## src/rtl/bram_loader_pkg.sv

```systemverilog
// Shared types and constants for the boot-time BRAM loader.
// State encodings, byte/word geometry and the default ACK byte.
package bram_loader_pkg;

  typedef enum logic [1:0] {
    S_LEN  = 2'd0,
    S_DATA = 2'd1,
    S_ACK  = 2'd2,
    S_DONE = 2'd3
  } state_t;

  localparam int         BYTE_W       = 8;
  localparam int         WORD_BYTES   = 4;
  localparam logic [7:0] ACK_BYTE_DEF = 8'hAA;

  // Number of whole words addressable by an addrw-bit byte address.
  function automatic logic [31:0] word_capacity(input int addrw, input int word_len);
    return 32'(1) << (addrw - word_len);
  endfunction

endpackage

```

## src/rtl/bram_loader_if.sv

```systemverilog
// UART byte stream, ACK handshake and RAM write port seen by the loader.
// master = loader side, slave = UART/RAM environment side.
interface bram_loader_if #(
  parameter int ADDRW = 15,
  parameter int DATAW = 32
);
  logic             rx_valid;
  logic [7:0]       rx_data;
  logic             tx_ready;
  logic             tx_valid;
  logic [7:0]       tx_data;
  logic             mem_we;
  logic [ADDRW-1:0] mem_addr;
  logic [DATAW-1:0] mem_din;

  modport master (
    input  rx_valid, rx_data, tx_ready,
    output tx_valid, tx_data, mem_we, mem_addr, mem_din
  );

  modport slave (
    output rx_valid, rx_data, tx_ready,
    input  tx_valid, tx_data, mem_we, mem_addr, mem_din
  );
endinterface

```

## src/rtl/bram_loader_byte_packer.sv

```systemverilog
// Assembles four little-endian bytes into a 32-bit word.
// word/word_vld are valid combinationally in the cycle the 4th byte arrives.
module bram_loader_byte_packer
  import bram_loader_pkg::*;
(
  input  logic              clk,
  input  logic              rstn,
  input  logic              clr,
  input  logic              byte_vld,
  input  logic [BYTE_W-1:0] byte_in,
  output logic [31:0]       word,
  output logic              word_vld
);

  localparam logic [1:0] LAST_LANE = 2'(WORD_BYTES - 1);

  logic [1:0]  byte_cnt;
  logic [23:0] shift_reg;

  always_ff @(posedge clk or negedge rstn) begin
    if (!rstn) begin
      byte_cnt <= 2'd0;
    end else if (clr) begin
      byte_cnt <= 2'd0;
    end else if (byte_vld) begin
      byte_cnt <= byte_cnt + 2'd1;
    end
  end

  // Lanes 0..2 are stored; lane 3 bypasses straight into the output word.
  always_ff @(posedge clk) begin
    if (byte_vld) begin
      case (byte_cnt)
        2'd0:    shift_reg[7:0]   <= byte_in;
        2'd1:    shift_reg[15:8]  <= byte_in;
        2'd2:    shift_reg[23:16] <= byte_in;
        default: ;
      endcase
    end
  end

  assign word     = {byte_in, shift_reg};
  assign word_vld = byte_vld && (byte_cnt == LAST_LANE);

endmodule

```

## src/rtl/bram_loader.sv

```systemverilog
// Boot loader: parses a length-prefixed LE word stream from the UART,
// writes the words to BRAM port A, then returns an ACK byte.
module bram_loader
  import bram_loader_pkg::*;
#(
  parameter int         DATAW    = 32,
  parameter int         ADDRW    = 15,
  parameter int         WORD_LEN = 2,
  parameter logic [7:0] ACK_BYTE = ACK_BYTE_DEF
) (
  input  logic          clk,
  input  logic          rstn,
  input  logic          start,
  bram_loader_if.master bus,
  output logic          busy,
  output logic          done,
  output logic          overflow
);

  localparam int          IDX_W    = ADDRW - WORD_LEN;
  localparam logic [31:0] CAPACITY = word_capacity(ADDRW, WORD_LEN);

  state_t      state, state_nxt;
  logic [31:0] len;
  logic [31:0] word_cnt;
  logic [31:0] word;
  logic        word_vld;
  logic        byte_vld;
  logic        rearm;
  logic        last_word;
  logic        tx_valid;

  assign byte_vld  = bus.rx_valid && (state == S_LEN || state == S_DATA);
  assign rearm     = start && (state == S_DONE);
  assign last_word = ((word_cnt + 32'd1) == len);

  bram_loader_byte_packer u_packer (
    .clk      (clk),
    .rstn     (rstn),
    .clr      (rearm),
    .byte_vld (byte_vld),
    .byte_in  (bus.rx_data),
    .word     (word),
    .word_vld (word_vld)
  );

  always_ff @(posedge clk or negedge rstn) begin
    if (!rstn) state <= S_LEN;
    else       state <= state_nxt;
  end

  always_comb begin
    state_nxt = state;
    case (state)
      S_LEN:   if (word_vld) state_nxt = (word == 32'd0) ? S_ACK : S_DATA;
      S_DATA:  if (word_vld && last_word) state_nxt = S_ACK;
      S_ACK:   if (bus.tx_ready) state_nxt = S_DONE;
      S_DONE:  if (start) state_nxt = S_LEN;
      default: state_nxt = S_LEN;
    endcase
  end

  always_comb begin
    busy     = 1'b0;
    done     = 1'b0;
    tx_valid = 1'b0;
    case (state)
      S_LEN, S_DATA: busy = 1'b1;
      S_ACK: begin
        busy     = 1'b1;
        tx_valid = 1'b1;
      end
      S_DONE:  done = 1'b1;
      default: ;
    endcase
  end

  assign bus.tx_valid = tx_valid;
  assign bus.tx_data  = tx_valid ? ACK_BYTE : 8'h00;

  // Word commit: the write lands one cycle after the 4th byte; words past
  // the end of the RAM are counted but never written (no wrap-around).
  always_ff @(posedge clk or negedge rstn) begin
    if (!rstn) begin
      len          <= 32'd0;
      word_cnt     <= 32'd0;
      overflow     <= 1'b0;
      bus.mem_we   <= 1'b0;
      bus.mem_addr <= '0;
      bus.mem_din  <= '0;
    end else begin
      bus.mem_we <= 1'b0;
      if (rearm) begin
        word_cnt <= 32'd0;
        overflow <= 1'b0;
      end
      if (state == S_LEN && word_vld) begin
        len <= word;
      end
      if (state == S_DATA && word_vld) begin
        word_cnt <= word_cnt + 32'd1;
        if (word_cnt < CAPACITY) begin
          bus.mem_we   <= 1'b1;
          bus.mem_addr <= {word_cnt[IDX_W-1:0], {WORD_LEN{1'b0}}};
          bus.mem_din  <= DATAW'(word);
        end else begin
          overflow <= 1'b1;
        end
      end
    end
  end

endmodule

```

## src/flat_wrapper.sv

```systemverilog
// flat-port wrapper written by rule: the top's interface ports become plain ports
module bram_loader_flat import bram_loader_pkg::*;
#(
  parameter int         DATAW    = 32,
  parameter int         ADDRW    = 15,
  parameter int         WORD_LEN = 2,
  parameter logic [7:0] ACK_BYTE = ACK_BYTE_DEF
)
  (clk, rstn, start, busy, done, overflow, bus_rx_valid, bus_rx_data, bus_tx_ready, bus_tx_valid, bus_tx_data, bus_mem_we, bus_mem_addr, bus_mem_din);
  bram_loader_if #(.ADDRW(ADDRW), .DATAW(DATAW)) bus_i ();
  input  logic clk;
  input  logic rstn;
  input  logic start;
  output logic busy;
  output logic done;
  output logic overflow;
  input wire logic [$bits(bus_i.rx_valid)-1:0] bus_rx_valid;
  input wire logic [$bits(bus_i.rx_data)-1:0] bus_rx_data;
  input wire logic [$bits(bus_i.tx_ready)-1:0] bus_tx_ready;
  output wire logic [$bits(bus_i.tx_valid)-1:0] bus_tx_valid;
  output wire logic [$bits(bus_i.tx_data)-1:0] bus_tx_data;
  output wire logic [$bits(bus_i.mem_we)-1:0] bus_mem_we;
  output wire logic [$bits(bus_i.mem_addr)-1:0] bus_mem_addr;
  output wire logic [$bits(bus_i.mem_din)-1:0] bus_mem_din;
  assign bus_i.rx_valid = bus_rx_valid;
  assign bus_i.rx_data = bus_rx_data;
  assign bus_i.tx_ready = bus_tx_ready;
  assign bus_tx_valid = bus_i.tx_valid;
  assign bus_tx_data = bus_i.tx_data;
  assign bus_mem_we = bus_i.mem_we;
  assign bus_mem_addr = bus_i.mem_addr;
  assign bus_mem_din = bus_i.mem_din;
  bram_loader #(.DATAW(DATAW), .ADDRW(ADDRW), .WORD_LEN(WORD_LEN), .ACK_BYTE(ACK_BYTE)) u_core (.clk(clk), .rstn(rstn), .start(start), .bus(bus_i), .busy(busy), .done(done), .overflow(overflow));
endmodule
```

## config.mk

```make
export PLATFORM = sky130hd
export DESIGN_NAME = bram_loader_flat
export DESIGN_NICKNAME = d
export VERILOG_FILES = /design/src/rtl/bram_loader_pkg.sv /design/src/rtl/bram_loader_if.sv /design/src/rtl/bram_loader_byte_packer.sv /design/src/rtl/bram_loader.sv /design/src/flat_wrapper.sv
export SDC_FILE = /design/constraint.sdc
export NUM_CORES = 1
export LEC_CHECK = 0
export CAP_MARGIN = 40
export CORE_AREA = 5 5 113 115
export CTS_BUF_LIST = sky130_fd_sc_hd__clkbuf_16
export DETAILED_ROUTE_END_ITERATION = 6
export DIE_AREA = 0 0 118 120
export PLACE_DENSITY = 0.91
export SLEW_MARGIN = 10
export SYNTH_ARGS = -nofsm -noshare
export SYNTH_HDL_FRONTEND = slang
export SYNTH_SLANG_ARGS = --single-unit
```

## constraint.sdc

```tcl
create_clock -name clk -period 5.3 [get_ports clk]
set_clock_uncertainty 0.1 [all_clocks]
set_input_delay 0.53 -clock clk [delete_from_list [all_inputs] [get_ports clk]]
set_output_delay 0.53 -clock clk [all_outputs]
set_load 0.005 [all_outputs]
```

Word level (Yosys, flattened, before mapping)
Cells that the tools add are included.
Cells by class
  add/subtract/negate cells: 2
  $mul: 0
  divide/modulo/power cells: 0
  magnitude comparators: 1
  equality and inequality tests: 11
  shift operators: 0
  mux-type cells: 19
  bitwise operators: 0
  reduce and logical (&&, ||, !) cells: 18
Operators with widths (count)
  two-way mux 32 bit: 2
  adder 32 x 1 -> 32 bit (second input constant): 1
  equality test 32 bit: 1
  logical NOT 32 bit: 1
  < comparator 32 x 14 -> 1 bit (second input constant): 1
  two-way mux 2 bit: 7
  equality test 2 bit (second input constant): 4
  two-way mux 1 bit: 8
  two-way mux 8 bit: 1
  case mux 2 bit (4 select lines): 1
  AND reduction 2 bit: 4
  logical AND 1 bit: 6
  inequality test 2 bit (second input constant): 3
  equality test 2 x 1 -> 1 bit (second input constant): 2
  logical NOT 2 bit: 2
  AND reduction 4 bit: 1
  nonzero test 2 bit: 2
  OR reduction 3 bit: 1
  adder 2 x 1 -> 2 bit (second input constant): 1
  inequality test 2 x 1 -> 1 bit (second input constant): 1
  logical OR 1 bit: 1
Storage, ports and cells
  register bits after elaboration: 139
  bits in latches: 0
  RAM bits: 0
  bits in read-only memories: 0
  input bits: 13
  logic and storage cells: 62
  memories kept: 0

Logic depth before layout (Yosys ltp)
  depth after elaboration: 7
  depth in mapped cells: 10
  depth with buffers taken out: 10

By module
Synthesis repeated with hierarchy kept, for this count alone.
Unflattened totals
  cells, all modules: 605
  area total of the unflattened synthesis: 6874.1 um2
Modules (own cells, without submodules)
  bram_loader: instances 1, cells each 557, area each 5929.4 um2
  bram_loader_byte_packer: instances 1, cells each 48, area each 944.7 um2

Worst setup path before layout
OpenSTA, ideal clock, no wires.
  path type: reg2reg
  start point: register u_core.word_cnt[8]
  end point: register u_core.state[0]
  setup time: 0.125 ns
  arrival: 2.814 ns
  setup slack: 2.261 ns
  cell stages (with the launch flop): 10
  path buffers: 1
  cell sequence: dfrtp_1 > clkbuf_1 > nand3_1 > nor4_2 > nand4_1 > xnor2_1 > or4_4 > a2111oi_4 > a41oi_2 > mux2_4
Between the ends
  cells in the longest elaborated chain, start to end: 5
Ends and longest elaborated chain
  start: declaration: RTL line bram_loader.sv:25  | logic [31:0] word_cnt;
  start signal: assignment: RTL line bram_loader.sv:101  | word_cnt <= word_cnt + 32'd1;
  adder 32 x 1 -> 32 bit: RTL line bram_loader.sv:35  | assign last_word = ((word_cnt + 32'd1) == len);
  equality test 32 bit: RTL line bram_loader.sv:35
  logical AND 1 bit: RTL line bram_loader.sv:56  | S_DATA: if (word_vld && last_word) state_nxt = S_ACK;
  inequality test 2 bit (no line)
  AND reduction 4 bit (no line)
  end signal: assignment: RTL line bram_loader.sv:49  | else state <= state_nxt;
  end: declaration: RTL line bram_loader.sv:23  | state_t state, state_nxt;
No other way between the ends.
A chain may end at the register's enable or synchronous reset.

Final worst setup path
  start point: register u_core.word_cnt[0]
  end point: register u_core.state[0]
Same word-level chain as after synthesis.

==> impl_metrics.tcl <==
set metrics [dict create \
    setup_viol 0 \
    worstMarginPinSlew_ps 771 \
    drive_gt1_frac 0.191 \
    async_flop_share 0.827 \
    cts_buffer_depth 2 \
    endpoint_kind "register" \
    crit_fanout 11 \
    power_density_nw_per_um2 494 \
    tns_ps 0 \
    hold_class "reg -> reg" \
    relSlewSlack 0.482 \
    crit_path_start_kind "register" \
    grtUsageTotal 0.283 \
    ir_worst_vdd_uv 438 \
    io_buffers 66 \
    total_power_mw 4.08 \
    clkPwrFrac 0.274 \
    first_pass_iters 7 \
    multi_input_area_um2 3110 \
    internal_power_mw 2.74 \
    area_delta_synth_final_pct 18.8 \
    initial_utilization 0.594 \
    power_frac_comb 0.313 \
    grt_max_degree 69 \
    seq_area_um2 3600 \
    max_stage_delay_ps 540 \
    num_vias 5338 \
    wire_per_inst_um 23.2 \
    antenna_found_initial 0 \
    p_sw_frac 0.329 \
    synthesis.instances 622 \
    die_h_um 120 \
    p_switching_mw 1.34 \
    cts_tree "yes" \
    worst_ep_arrival_time_ps 3780 \
    core_region_area_um2 11700 \
    clock_sinks 139 \
    fillers 784 \
    crit_buf_inv 0 \
    rsz0062_at_grt "false" \
    clkSlewWorstSetupHoldPaths_ps 60 \
    min_period_over_period 0.672 \
    postCtsSetupRepairBufs 0 \
    avgSynthCellArea_um2 11.2 \
    ys_warn_count 0 \
    gp_congestion 0.902 \
    via_per_inst 6.36 \
    final_antenna_net_count 0 \
    synth.lib_cells_used.distinct 52 \
    dr.max_layer_used "met4" \
    ys.flop_type "dfrtp_1" \
    pin_count 73 \
    power_frac_seq 0.413 \
    timing_worst_setup_path_type "reg -> reg" \
    violations "design-rule violations" \
    cts-root-buf "clkbuf_16" \
    syn_area_um2 6960 \
    cp_top_family "simple AND/OR/NAND/NOR gates" \
    p_leak_nw 3.40 \
    clk_latency_ps 430 \
    insertedDiodeCount 0 \
    ys_seq_elements 139 \
    synth_edf_count 24 \
    route.detailed.drc 5 \
    cts_buffers 17 \
    met3WireLength_um 1570 \
    crit_path_top_delay_cell "or4_4" \
    overflow 0 \
    maxCapViolations 0 \
    hpwl_um 12800 \
    cts.htree.levels 4 \
    grt_pass1_vias 5416 \
    final_max_slew_viol_count 0 \
    dieArea_um2 14200 \
    path_cells "ha_1 > nand4_2 > nor2_1 > nand4_1 > xnor2_1 > or4_4 > a2111oi_4 > a41oi_2 > mux2_4" \
    wl_met2_um 9640 \
    finalHoldViolCount 0 \
    die_w_um 118 \
    drt_wl_total_um 19500 \
    rows 40 \
    critPathRequiredTime_ps 5510 \
    grt_pass1_wl_um 31000 \
    seq_area_frac_synth 0.517 \
    fin_nets 702 \
    status "finished, violations left" \
    drt_iter0_drc 433 \
    wl_met1_um 7610 \
    min_period_ps 3560 \
    top_regs "u_core.bus.mem_din: 32 flops, u_core.len: 32 flops, u_core.word_cnt: 32 flops" \
    fmax_ghz 0.281 \
]
area by class of cell:
type	count	share of cell area
inverter	18	0.00817
timing repair buffer	75	0.0915
clock buffer	17	0.0514
tap	147	0.0222
sequential	139	0.435
multi-input combinational	428	0.376
clock inverter	15	0.0151
synth_stat cells, drive strengths merged (3+ instances only):
cell type  number  share of area
dfrtp         115           0.41
mux2           80           0.13
nand2          42          0.023
o21ai          42          0.030
xnor2          35          0.044
nor2           29          0.016
a21oi          25          0.018
edfxtp         24           0.10
clkbuf         22          0.012
nor4           21          0.022
buf            20          0.018
nand4          19          0.019
inv            18         0.0097
nand3          18          0.015
nor3           15          0.012
ha             10          0.018
and3            9         0.0081
o31ai           9         0.0097
xor2            9          0.011
o22ai           8         0.0072
a31oi           6         0.0054
and2            6         0.0054
and4            6         0.0075
or3             5         0.0052
nand2b          3         0.0027
timing repair:
action | CTS | global route
hold endpoints to repair | 0 | 25
hold buffers | 0 | 1
gates resized for setup | 0 | 0
power groups by stage:
stage / Clock (mW) / Combinational, mW / Sequential, mW
6_report: 1.12 / 1.28 / 1.69
4_1_cts: 1.13 / 1.28 / 1.67
2_1_floorplan: 0 / 0.737 / 1.58
5_1_grt: 1.18 / 1.38 / 1.72
3_5_place_dp: 0 / 1.24 / 1.67
3_3_place_gp: 0 / 1.18 / 1.64
routing by layer:
layer	global-route usage	vias to the layer above
li1	-	2377
met1	0.357	2628
met2	0.457	283
met3	0.0811	50
met4	0.125	0
met5	0	-
worst reg2reg max path: stages (launching register included):
cell and delay, ps:
dfrtp_1 480, ha_1 470, nand4_2 260, nor2_1 370, nand4_1 230, xnor2_1 190, or4_4 540, a2111oi_4 300
a41oi_2 190, mux2_4 320
cells by family (layout without fill, tap and decap cells):
group / after synthesis / in the layout / synth area share
adders and majority gates: 10 / 10 / 0.0180
and+or+nand+nor: 180 / 180 / 0.143
muxes: 82 / 82 / 0.133
buffers and inverters: 60 / 125 / 0.0397
other: 1 / 6 / 0.000539
AOI/OAI and AO/OA: 106 / 106 / 0.0933
DFF: 139 / 139 / 0.517
xor gates and xnor gates: 44 / 44 / 0.0554
stage by stage:
step	utilization	hold WS (ps)	instance area (um^2)	setup slack [ps]	std cells
global route	0.706	425	8270	1510	839
finish	0.706	402	8270	1740	839
floorplan	-	134	6980	2260	627
global placement	0.656	374	7680	1920	804
detailed placement	0.657	384	7690	1800	805
CTS	0.704	150	8240	1790	837
worst paths after layout:
path	from	to	slack, ps	cells past startpoint
max	u_core.word_cnt[0]	u_core.state[0]	1740	9
min	u_core.bus.mem_addr[12]	u_core.bus.mem_addr[12]	400	1
max reg2reg	u_core.word_cnt[0]	u_core.state[0]	1740	9
min reg2reg	u_core.bus.mem_addr[12]	u_core.bus.mem_addr[12]	400	1
max in group asynchronous	rstn	u_core.len[27]	3660	3
min in group asynchronous	rstn	u_core.bus.mem_din[27]	470	2
cell usage in the layout, fill, tap and decap left out, drive strengths merged, types with 15 or more instances in the layout:
master / count
dfrtp: 115
mux2: 80
clkdlybuf4s50: 65
nand2: 42
o21ai: 42
xnor2: 35
nor2: 29
a21oi: 25
edfxtp: 24
inv: 23
nor4: 21
nand4: 19
nand3: 18
clkbuf: 17
nor3: 15
Power figures use the tool's default switching activity.
